<file path="config.mk">
export PLATFORM = sky130hd
export DESIGN_NAME = store_narrow_flat
export DESIGN_NICKNAME = d
export VERILOG_FILES = /design/src/rtl/store_narrow_if.sv /design/src/rtl/store_narrow.sv /design/src/flat_wrapper.sv
export SDC_FILE = /design/constraint.sdc
export NUM_CORES = 1
export LEC_CHECK = 0
export BUFFER_PORTS_ARGS = -buffer_cell sky130_fd_sc_hd__buf_2
export CAP_MARGIN = 20
export CELL_PAD_IN_SITES_DETAIL_PLACEMENT = 2
export CELL_PAD_IN_SITES_GLOBAL_PLACEMENT = 2
export CORE_MARGIN = 2
export CORE_UTILIZATION = 32
export CTS_BUF_LIST = sky130_fd_sc_hd__clkbuf_8
export DETAILED_ROUTE_END_ITERATION = 8
export MAX_ROUTING_LAYER = met4
export PLACE_DENSITY_LB_ADDON = 0.05
export SLEW_MARGIN = 20
export SYNTH_ARGS = -nofsm -noshare
export SYNTH_HDL_FRONTEND = slang
export SYNTH_SLANG_ARGS = --single-unit
</file>
<file path="constraint.sdc">
create_clock -name CLK -period 5.4 [get_ports CLK]
set_input_delay 0.54 -clock CLK [delete_from_list [all_inputs] [get_ports CLK]]
set_output_delay 0.54 -clock CLK [all_outputs]
set_load 0.01 [all_outputs]
</file>
<file path="src/rtl/store_narrow_if.sv">
// Store-narrowing handshake bundle: core request side and memory write side.
// master = requester/memory environment, slave = store_narrow.
interface store_narrow_if;
  logic        InValid;
  logic        InReady;
  logic [31:0] InData;
  logic [31:0] InAddr;
  logic [1:0]  InSize;
  logic        MemValid;
  logic        MemReady;
  logic [31:0] MemAddr;
  logic [31:0] MemWData;
  logic [3:0]  MemBE;
  logic        AlignErr;
  logic        TruncErr;

  modport master (
    output InValid,
    output InData,
    output InAddr,
    output InSize,
    output MemReady,
    input  InReady,
    input  MemValid,
    input  MemAddr,
    input  MemWData,
    input  MemBE,
    input  AlignErr,
    input  TruncErr
  );

  modport slave (
    input  InValid,
    input  InData,
    input  InAddr,
    input  InSize,
    input  MemReady,
    output InReady,
    output MemValid,
    output MemAddr,
    output MemWData,
    output MemBE,
    output AlignErr,
    output TruncErr
  );
endinterface

</file>
<file path="src/rtl/store_narrow.sv">
// Store narrowing: lane-aligns byte/half/word stores into a 2-entry FIFO.
// Optional macro STORE_TRUNC_CHECK_EN adds the TruncErr significance check.
module store_narrow (
  input logic           CLK,
  input logic           Reset,
  store_narrow_if.slave bus
);

  typedef struct packed {
    logic [31:0] addr;
    logic [31:0] wdata;
    logic [3:0]  be;
  } ent_t;

  ent_t       fifo [2];
  logic [1:0] count;
  logic       wptr;
  logic       rptr;
  logic       align_q;

  ent_t       lane;
  logic       legal;
  logic       accept;
  logic       enq;
  logic       deq;

  logic [31:0] d;
  logic [31:0] a;

  assign d = bus.InData;
  assign a = bus.InAddr;

  // Flow control only depends on registered occupancy.
  assign bus.InReady  = (count < 2'd2);
  assign bus.MemValid = (count != 2'd0);

  assign accept = bus.InValid & bus.InReady;
  assign enq    = accept & legal;
  assign deq    = bus.MemValid & bus.MemReady;

  // Size/alignment decode and lane replication of the incoming store.
  always_comb begin
    lane       = '0;
    legal      = 1'b0;
    lane.addr  = {a[31:2], 2'b00};
    unique case (bus.InSize)
      2'b00: begin
        legal      = 1'b1;
        lane.wdata = {4{d[7:0]}};
        lane.be    = 4'b0001 << a[1:0];
      end
      2'b01: begin
        legal      = ~a[0];
        lane.wdata = {2{d[15:0]}};
        lane.be    = a[1] ? 4'b1100 : 4'b0011;
      end
      2'b10: begin
        legal      = (a[1:0] == 2'b00);
        lane.wdata = d;
        lane.be    = 4'b1111;
      end
      default: begin
        legal      = 1'b0;
      end
    endcase
  end

  // FIFO storage, pointers, occupancy and the alignment error pulse.
  always_ff @(posedge CLK) begin
    if (Reset) begin
      count   <= 2'd0;
      wptr    <= 1'b0;
      rptr    <= 1'b0;
      align_q <= 1'b0;
      for (int i = 0; i < 2; i++) begin
        fifo[i] <= '0;
      end
    end else begin
      align_q <= accept & ~legal;
      if (enq) begin
        fifo[wptr] <= lane;
        wptr       <= ~wptr;
      end
      if (deq) begin
        rptr <= ~rptr;
      end
      unique case ({enq, deq})
        2'b10:   count <= count + 2'd1;
        2'b01:   count <= count - 2'd1;
        default: count <= count;
      endcase
    end
  end

  assign bus.MemAddr  = fifo[rptr].addr;
  assign bus.MemWData = fifo[rptr].wdata;
  assign bus.MemBE    = fifo[rptr].be;
  assign bus.AlignErr = align_q;

`ifdef STORE_TRUNC_CHECK_EN
  logic byte_bad;
  logic half_bad;
  logic trunc_d;
  logic trunc_q;

  // Upper bits must be a zero- or sign-extension of the stored field.
  always_comb begin
    byte_bad = ~((d[31:8] == 24'h0) ||
                 (d[31:8] == {24{d[7]}}));
    half_bad = ~((d[31:16] == 16'h0) ||
                 (d[31:16] == {16{d[15]}}));
    trunc_d  = enq &
               (((bus.InSize == 2'b00) & byte_bad) |
                ((bus.InSize == 2'b01) & half_bad));
  end

  // One-cycle pulse after an enqueued lossy narrowing store.
  always_ff @(posedge CLK) begin
    if (Reset) begin
      trunc_q <= 1'b0;
    end else begin
      trunc_q <= trunc_d;
    end
  end

  assign bus.TruncErr = trunc_q;
`else
  assign bus.TruncErr = 1'b0;
`endif

endmodule

</file>
<file path="src/flat_wrapper.sv">
// flat-port wrapper written by rule: the top's interface ports become plain ports
module store_narrow_flat 
  (CLK, Reset, bus_InValid, bus_InData, bus_InAddr, bus_InSize, bus_MemReady, bus_InReady, bus_MemValid, bus_MemAddr, bus_MemWData, bus_MemBE, bus_AlignErr, bus_TruncErr);
  store_narrow_if bus_i ();
  input logic CLK;
  input logic Reset;
  input wire logic [$bits(bus_i.InValid)-1:0] bus_InValid;
  input wire logic [$bits(bus_i.InData)-1:0] bus_InData;
  input wire logic [$bits(bus_i.InAddr)-1:0] bus_InAddr;
  input wire logic [$bits(bus_i.InSize)-1:0] bus_InSize;
  input wire logic [$bits(bus_i.MemReady)-1:0] bus_MemReady;
  output wire logic [$bits(bus_i.InReady)-1:0] bus_InReady;
  output wire logic [$bits(bus_i.MemValid)-1:0] bus_MemValid;
  output wire logic [$bits(bus_i.MemAddr)-1:0] bus_MemAddr;
  output wire logic [$bits(bus_i.MemWData)-1:0] bus_MemWData;
  output wire logic [$bits(bus_i.MemBE)-1:0] bus_MemBE;
  output wire logic [$bits(bus_i.AlignErr)-1:0] bus_AlignErr;
  output wire logic [$bits(bus_i.TruncErr)-1:0] bus_TruncErr;
  assign bus_i.InValid = bus_InValid;
  assign bus_i.InData = bus_InData;
  assign bus_i.InAddr = bus_InAddr;
  assign bus_i.InSize = bus_InSize;
  assign bus_i.MemReady = bus_MemReady;
  assign bus_InReady = bus_i.InReady;
  assign bus_MemValid = bus_i.MemValid;
  assign bus_MemAddr = bus_i.MemAddr;
  assign bus_MemWData = bus_i.MemWData;
  assign bus_MemBE = bus_i.MemBE;
  assign bus_AlignErr = bus_i.AlignErr;
  assign bus_TruncErr = bus_i.TruncErr;
  store_narrow u_core (.CLK(CLK), .Reset(Reset), .bus(bus_i));
endmodule
</file>
== After elaboration in Yosys (flattened, before gate mapping) ==
Memory sizes are Yosys's and may differ from the RTL's. A register that Yosys moved wholly into a read port is not among the register bits.
Cells that the tools add are included.
Word-level totals
  bits in registers: 5
  latch bits: 0
  memory bits (writable): 132
  memory bits (read-only): 0
  bits of input ports: 70
  output and inout port bits: 72
  word-level logic and storage cells: 40
  memories: 1
Memory list
  u_core.fifo: words 2, width 66, read ports 1, clocked after Yosys merged registers in 1, wr ports 2, line store_narrow.sv:15  | ent_t fifo [2];
Operators by class
  add/sub/neg operators: 2
  $mul: 0
  div/mod/pow operators: 0
  $lt $le $gt $ge: 1
  eq/ne operators: 4
  shift-type cells: 1
  mux-type cells: 14
  bitwise logic cells: 8
  reduce and logical (&&, ||, !) cells: 5
Operators by type and width (count)
  36-bit one-hot mux with 3 select lines: 1
  66-bit 2-to-1 mux: 1
  66-bit OR reduction: 1
  1-bit 2-to-1 mux: 9
  1-bit AND: 4
  2-bit by 1-bit equality test with 1-bit output (second input constant): 2
  2-bit equality test (second input constant): 2
  2-bit logical NOT: 2
  4-bit 2-to-1 mux: 1
  1-bit NOT: 4
  2-bit one-hot mux with 2 select lines: 1
  2-bit nonzero test: 2
  1-bit by 2-bit << shifter with 4-bit output (first input constant): 1
  1-bit one-hot mux with 3 select lines: 1
  2-bit by 1-bit adder with 2-bit output (second input constant): 1
  2-bit < comparator (second input constant): 1
  2-bit by 1-bit subtractor with 2-bit output (second input constant): 1

== Depth between registers and ports, before layout ==
Gate-level depths: netlist of the first run.
  depth in word-level cells: 8
  gate-level depth with buffers: 7
  depth with buffers taken out: 6

== Worst setup path before layout of the first run ==
No wires, ideal clock.
  kind: input to register
  start point: in bus_InSize[0]
  end point: mem u_core.fifo[0][0] (netlist name), enable pin
  library setup time: 504 ps
  data arrival time: 4190 ps
  required time: 4896 ps
  path slack: 706 ps
  stages on the path: 4
  buffers on the path: 1
  cells stage by stage: buf_2 o21ai_1 nand3_1 o21bai_1
RTL lines
  start, declared: line flat_wrapper.sv:10  | input wire logic [$bits(bus_i.InSize)-1:0] bus_InSize;
  end, declared: line store_narrow.sv:15

==> results of run 1 <==
[synth_stat cells (2+ instances only)]
master     instances  area [um2]
clkbuf_2           5       25.02
and2_2            31       232.7
nor2_1            24       90.09
buf_2              2       10.01
buf_1              2       7.510
nor3_1             4       20.02
mux2_2            66       743.2
nor2b_1            3       18.77
inv_1              2       7.510
xor2_1             2       17.52
buf_4              3       22.52
a22oi_1            9       67.56
clkbuf_1          21       78.83
o21ai_0            7       35.03
edfxtp_1         132        3964
mux2i_1            8       80.08
o21a_1             2       15.01
nand2b_1           2       12.51
dfxtp_1            6       120.1
and2_1            78       488.0
o2bb2ai_1         16       140.1
xnor2_1            2       17.52
a21oi_1            6       30.03
[registers in the layout (all words and copies together), names as in the netlist, named ones only]
signal,cells
u_core.count,2
u_core.rptr,1
u_core.bus.AlignErr,1
u_core.fifo,132
u_core.wptr,1
[through the flow]
step | power, mW | instances
floorplan | 1.740 | 453
global placement | 1.995 | 824
detailed placement | 2.008 | 824
CTS | 2.865 | 855
global route | 2.957 | 856
finish | 2.823 | 856
[worst max-delay path, delay by kind of cell]
| kind | cells | cell delay, ps |
|---|---|---|
| compound gates | 2 | 1270 |
| buf+inv | 2 | 640 |
| simple gates | 1 | 260 |
[path summary, 6_finish.rpt]
path,start,end,slack (ps),cells after the start
setup / recovery,bus_InSize[1],u_core.fifo[0][51],2770,5
hold / removal,Reset,u_core.count[1],390,2
setup reg to reg,u_core.count[1],u_core.fifo[0][54],2960,4
hold reg to reg,u_core.rptr,u_core.rptr,530,2
[power groups by stage]
stage	Clock, mW	Combinational (mW)	Sequential, mW
3_3_place_gp	0	0.599	1.40
3_5_place_dp	0	0.606	1.40
4_1_cts	0.878	0.610	1.38
5_1_grt	0.922	0.646	1.39
2_1_floorplan	0	0.431	1.31
6_report	0.857	0.596	1.37
[kinds of logic (layout without fill, tap and decap cells)]
kind of cell / count (synthesis) / in the layout
and+or+nand+nor: 151 / 151
DFF: 138 / 138
muxes: 74 / 74
AOI/OAI and AO/OA: 45 / 45
buffers and inverters: 37 / 175
xor gates and xnor gates: 4 / 4
adders and majority gates: 1 / 1
other: 1 / 3
[metal layers]
layer,routed length [um],up-vias,global-route usage
li1,-,1884,-
met1,7318,2065,0.1994
met2,8376,111,0.2782
met3,648,10,0.03270
met4,162,0,0.04706
met5,0,-,-
[area by class of cell]
cell class / instances / area, um2 / share of cell area
Timing Repair Buffer: 141 / 745.7 / 0.09632
Tap cell: 265 / 331.6 / 0.04282
Inverter: 3 / 11.26 / 0.001454
Clock inverter: 14 / 156.4 / 0.02020
Sequential cell: 138 / 4088 / 0.5280
Clock buffer: 17 / 234.0 / 0.03022
Multi-Input combinational cell: 278 / 2176 / 0.2810
==> results.py, run 1 <==
metrics = {
    "sta": {
        "timing.final.crit_share": 0.4864,
        "hold_viol_final": 0,
        "fmax_ghz": 0.3807,
        "drv_slew": 0,
        "fin_hold_ws_ps": 391.1,
        "grt_setup_unrepaired": "no",
        "tns_ps": 0,
        "worst_pin_slew_ps": 1016,
        "post-route-min-period_ps": 2627,
        "setup_viol": 0,
        "slew_headroom": 0.3228,
        "fin_skew_ps": 7.874,
        "fin_ws_ps": 2773,
    },
    "floorplan": {
        "ios": 142,
        "placementRows": 51,
        "core-area_um2": 19530,
        "die_area_um2": 21110,
        "die_x_um": 145.3,
        "start_util": 0.3272,
        "die_h_um": 145.3,
    },
    "synthesis": {
        "netlist_instances": 451,
        "synth_top_family_by_area": "simple AND/OR/NAND/NOR gates",
        "async_flop_share": 0,
        "synth_cell_types": 41,
        "synth.area.mux_share": 0.1289,
        "ys_warn_count": 0,
        "synth-simple-area-share": 0.1469,
        "synth-edff-count": 132,
        "synth-adder-area-share": 0.001958,
        "synth_ff_type": "edfxtp_1",
        "ys_ff_latch": 138,
        "synth_xor_area_frac": 0.005484,
        "syn_area_per_cell_um2": 14.17,
        "yosysSeqAreaShare": 0.6392,
        "syn_area_um2": 6389,
        "synth_compound_area_frac": 0.05092,
    },
    "clock_tree": {
        "cts_sinks": 138,
        "cts_setup_buffers": 0,
        "cts_tree": "done",
        "htree_levels": 4,
        "clockBufferDepth": 2,
        "cts_buffers": 17,
        "clkLatencyLatePin_ps": 440,
        "clock-root-buffer": "clkbuf_8",
        "clkTransAtPathRegs_ps": 70,
        "cts_resized": 0,
        "hold_buffers": 0,
    },
    "cells_and_area": {
        "areaGrowthSynthToFinish_pct": 21.19,
        "drive_above_1_share": 0.4670,
        "final_nets": 650,
        "final_common_cell": "buf_2",
        "diodes": 0,
        "stdcell_area_um2": 7742,
        "fill_cells": 2033,
        "final_cell_mix": "138 x buf_2, 132 x edfxtp_1, 78 x and2_1",
        "final_util": 0.3965,
    },
    "worst_setup_path": {
        "cp-start-kind": "primary input",
        "crit_path_top_delay_cell": "o21bai_4",
        "worstSetupPathType": "primary input to flop",
        "required_ps": 5510,
        "crit_chain": "buf_2 > o21ai_0 > nand3_1 > o21bai_4 > buf_12",
        "crit_fanout": 45,
        "end_kind": "flop",
        "cpPeakStageDelay_ps": 660,
        "crit_arrival_ps": 2740,
    },
    "placed_design": {
        "post-place-ws_ps": 2323,
        "hpwl_um": 10480,
        "dpl_cell_area_um2": 7318,
        "portBuffers": 138,
        "place_congestion": 0.7114,
    },
    "route": {
        "drt_iter0_markers": 125,
        "wire_per_inst_um": 19.28,
        "routed_wl_um": 16510,
        "ant_nets": 0,
        "first_pass_iters": 4,
        "vias_per_cell": 4.755,
        "drcViolationCount": 0,
        "num_vias": 4070,
    },
    "pwr": {
        "netSwitchingFraction": 0.2853,
        "p_leak_nw": 3.119,
        "intPower_mw": 2.018,
        "pwr-share-clk": 0.303,
        "ir_worst_vdd_mv": 0.1845,
        "cellPowerDensity_nw_per_um2": 364.7,
        "power_frac_comb": 0.211,
        "seqPwrFrac": 0.485,
        "p_switching_mw": 0.8056,
    },
    "global_route": {
        "grt_max_degree": 67,
        "antenna_found_initial": 0,
        "grt_pass1_wl_um": 25850,
        "grt_pass1_vias": 4630,
        "grt-ovfl-total": 0,
        "gr-usage-all-layers": 0.1641,
    },
    "run_status": {
        "status": "finished, final reports clean",
    },
    "job": {
        "maxCapViolations": 0,
    },
    "worst_hold_path": {
        "hold_class": "primary input to flop",
    },
}
(Power assumes the default switching activity.)
==> inputs of run 2 (changes only) <==
- clock period: 5.4 -> 2.2 ns (I/O delays scaled with it)
==> run 2 against run 1 <==
Utilization up 0.67 points. Sequential share of layout area decreased by 0.88 points. Flip-flop and latch count did not move. Routed wire length up 0.37%. Final area grew 1.7%. Sequential power rose by 130%. Power up 150%. Highest routed layer unchanged.
==> results.py, run 2 (same netlist as run 1, synthesis figures left out) <==
metrics = {
    "route": {
        "wire_per_inst_um": 19.13,
        "vias_per_cell": 4.723,
        "drt_iter0_markers": 122,
        "drcViolationCount": 0,
        "ant_nets": 0,
        "routed_wl_um": 16570,
        "first_pass_iters": 4,
        "num_vias": 4090,
    },
    "cells_and_area": {
        "final_util": 0.4032,
        "final_cell_mix": "138 x buf_2, 132 x edfxtp_1, 78 x and2_1",
        "drive_above_1_share": 0.4800,
        "reg_top3": "u_core.fifo: 132 flops, u_core.count: 2 flops",
        "top_register": "u_core.fifo",
        "final_nets": 658,
        "largest_register_ffs": 132,
        "final_common_cell": "buf_2",
        "final_cells": 866,
        "areaGrowthSynthToFinish_pct": 23.25,
        "fill_cells": 2038,
    },
    "sta": {
        "fin_skew_ps": 10.79,
        "hold_viol_final": 0,
        "drv_slew": 0,
        "fin_ws_ps": 214.9,
        "slew_headroom": 0.5189,
        "worst_pin_slew_ps": 720.1,
        "timing.final.crit_share": 0.9023,
        "tns_ps": 0,
        "grt_setup_unrepaired": "no",
        "fmax_ghz": 0.5037,
        "setup_viol": 0,
        "post-route-min-period_ps": 1985,
    },
    "clock_tree": {
        "htree_levels": 4,
        "cts_tree": "done",
        "cts_buffers": 17,
        "clkLatencyLatePin_ps": 440,
        "cts_setup_buffers": 0,
        "cts_sinks": 138,
        "clock-root-buffer": "clkbuf_8",
        "clkTransAtPathRegs_ps": 90,
        "cts_resized": 0,
        "clockBufferDepth": 2,
        "hold_buffers": 0,
    },
    "pwr": {
        "ir_worst_vdd_mv": 0.3521,
        "p_leak_nw": 3.170,
        "cellPowerDensity_nw_per_um2": 880.4,
        "total_power_mw": 6.932,
    },
    "global_route": {
        "grt_pass1_vias": 4633,
        "antenna_found_initial": 1,
        "gr-usage-all-layers": 0.1665,
        "grt-ovfl-total": 0,
        "grt_max_degree": 55,
        "grt_pass1_wl_um": 26120,
    },
    "floorplan": {
        "start_util": 0.3272,
        "die_h_um": 145.3,
        "ios": 142,
        "placementRows": 51,
        "core-area_um2": 19530,
        "die_area_um2": 21110,
        "die_x_um": 145.3,
    },
    "worst_setup_path": {
        "cp-start-kind": "flop",
        "required_ps": 1980,
        "end_kind": "output pin",
        "crit_buf_inv": 2,
        "crit_path_top_delay_cell": "dfxtp_4",
        "crit_chain": "buf_12 > mux2_2 > buf_2",
        "cpPeakStageDelay_ps": 510,
        "crit_arrival_ps": 1770,
        "worstSetupPathType": "flop to output pin",
        "crit_fanout": 33,
        "critPathTopFamily": "flip-flops",
    },
    "placed_design": {
        "hpwl_um": 10600,
        "portBuffers": 138,
        "place_congestion": 0.7159,
        "dp_cells": 833,
        "post-place-ws_ps": 233.6,
    },
    "worst_hold_path": {
        "hold_class": "primary input to flop",
    },
    "job": {
        "maxCapViolations": 0,
    },
    "run_status": {
        "status": "finished, final reports clean",
    },
}
## run 2: cell count changes in the layout (fill, tap and decap cells not counted), sizes merged
cell,delta
bufinv,-1
buf,+8
diode,+1
inv,+1
clkinv,+1
## run 2: worst register-to-register path: stages (launching register included)
cell	delay (ps)
dfxtp_1	370
or4b_1	700
nor3b_4	280
buf_12	270
and2_2	210
## run 2: layout make-up
class                           instances  area [um2]  area share
Sequential cell                       138        4088      0.5191
Antenna cell                            1       2.502   0.0003178
Inverter                                3       11.26    0.001430
Multi-Input combinational cell        278        2195      0.2787
Clock buffer                           17       234.0     0.02972
Tap cell                              265       331.6     0.04211
Timing Repair Buffer                  149       860.8      0.1093
Clock inverter                         15       151.4     0.01923
## run 2: path summary, 6_finish.rpt
| path | from | endpoint | slack [ps] | depth (start not counted) |
|---|---|---|---|---|
| max | flop | bus_MemWData[3] | 210 | 3 |
| min | bus_InAddr[9] | u_core.fifo[1][43] | 60 | 2 |
| max reg2reg | u_core.count[1] | u_core.fifo[0][7] | 240 | 4 |
| min reg2reg | u_core.rptr | flop | 540 | 2 |
## run 2: layer usage
metal / global-route usage / vias up / wire (um)
met5: - / - / 0
met4: 0.05049 / 0 / 256
met3: 0.03931 / 20 / 771
met2: 0.2744 / 114 / 8165
met1: 0.2041 / 2057 / 7374
li1: - / 1899 / -
## run 2: power by group
| part | internal (mW) | leakage (nW) | switching, mW |
|---|---|---|---|
| clock network | 1.00 | 0.191 | 1.02 |
| logic | 0.816 | 1.55 | 0.876 |
| registers | 3.10 | 1.43 | 0.117 |
| total | 4.92 | 3.17 | 2.02 |
## run 2: through the flow
step                      hold WS [ps]  cell area, um2
after global placement           498.8            7481
after detailed placement         512.3            7486
after global routing             36.96            7874
after CTS                        25.63            7871
after floorplan                  400.6            6427
final                            63.50            7874
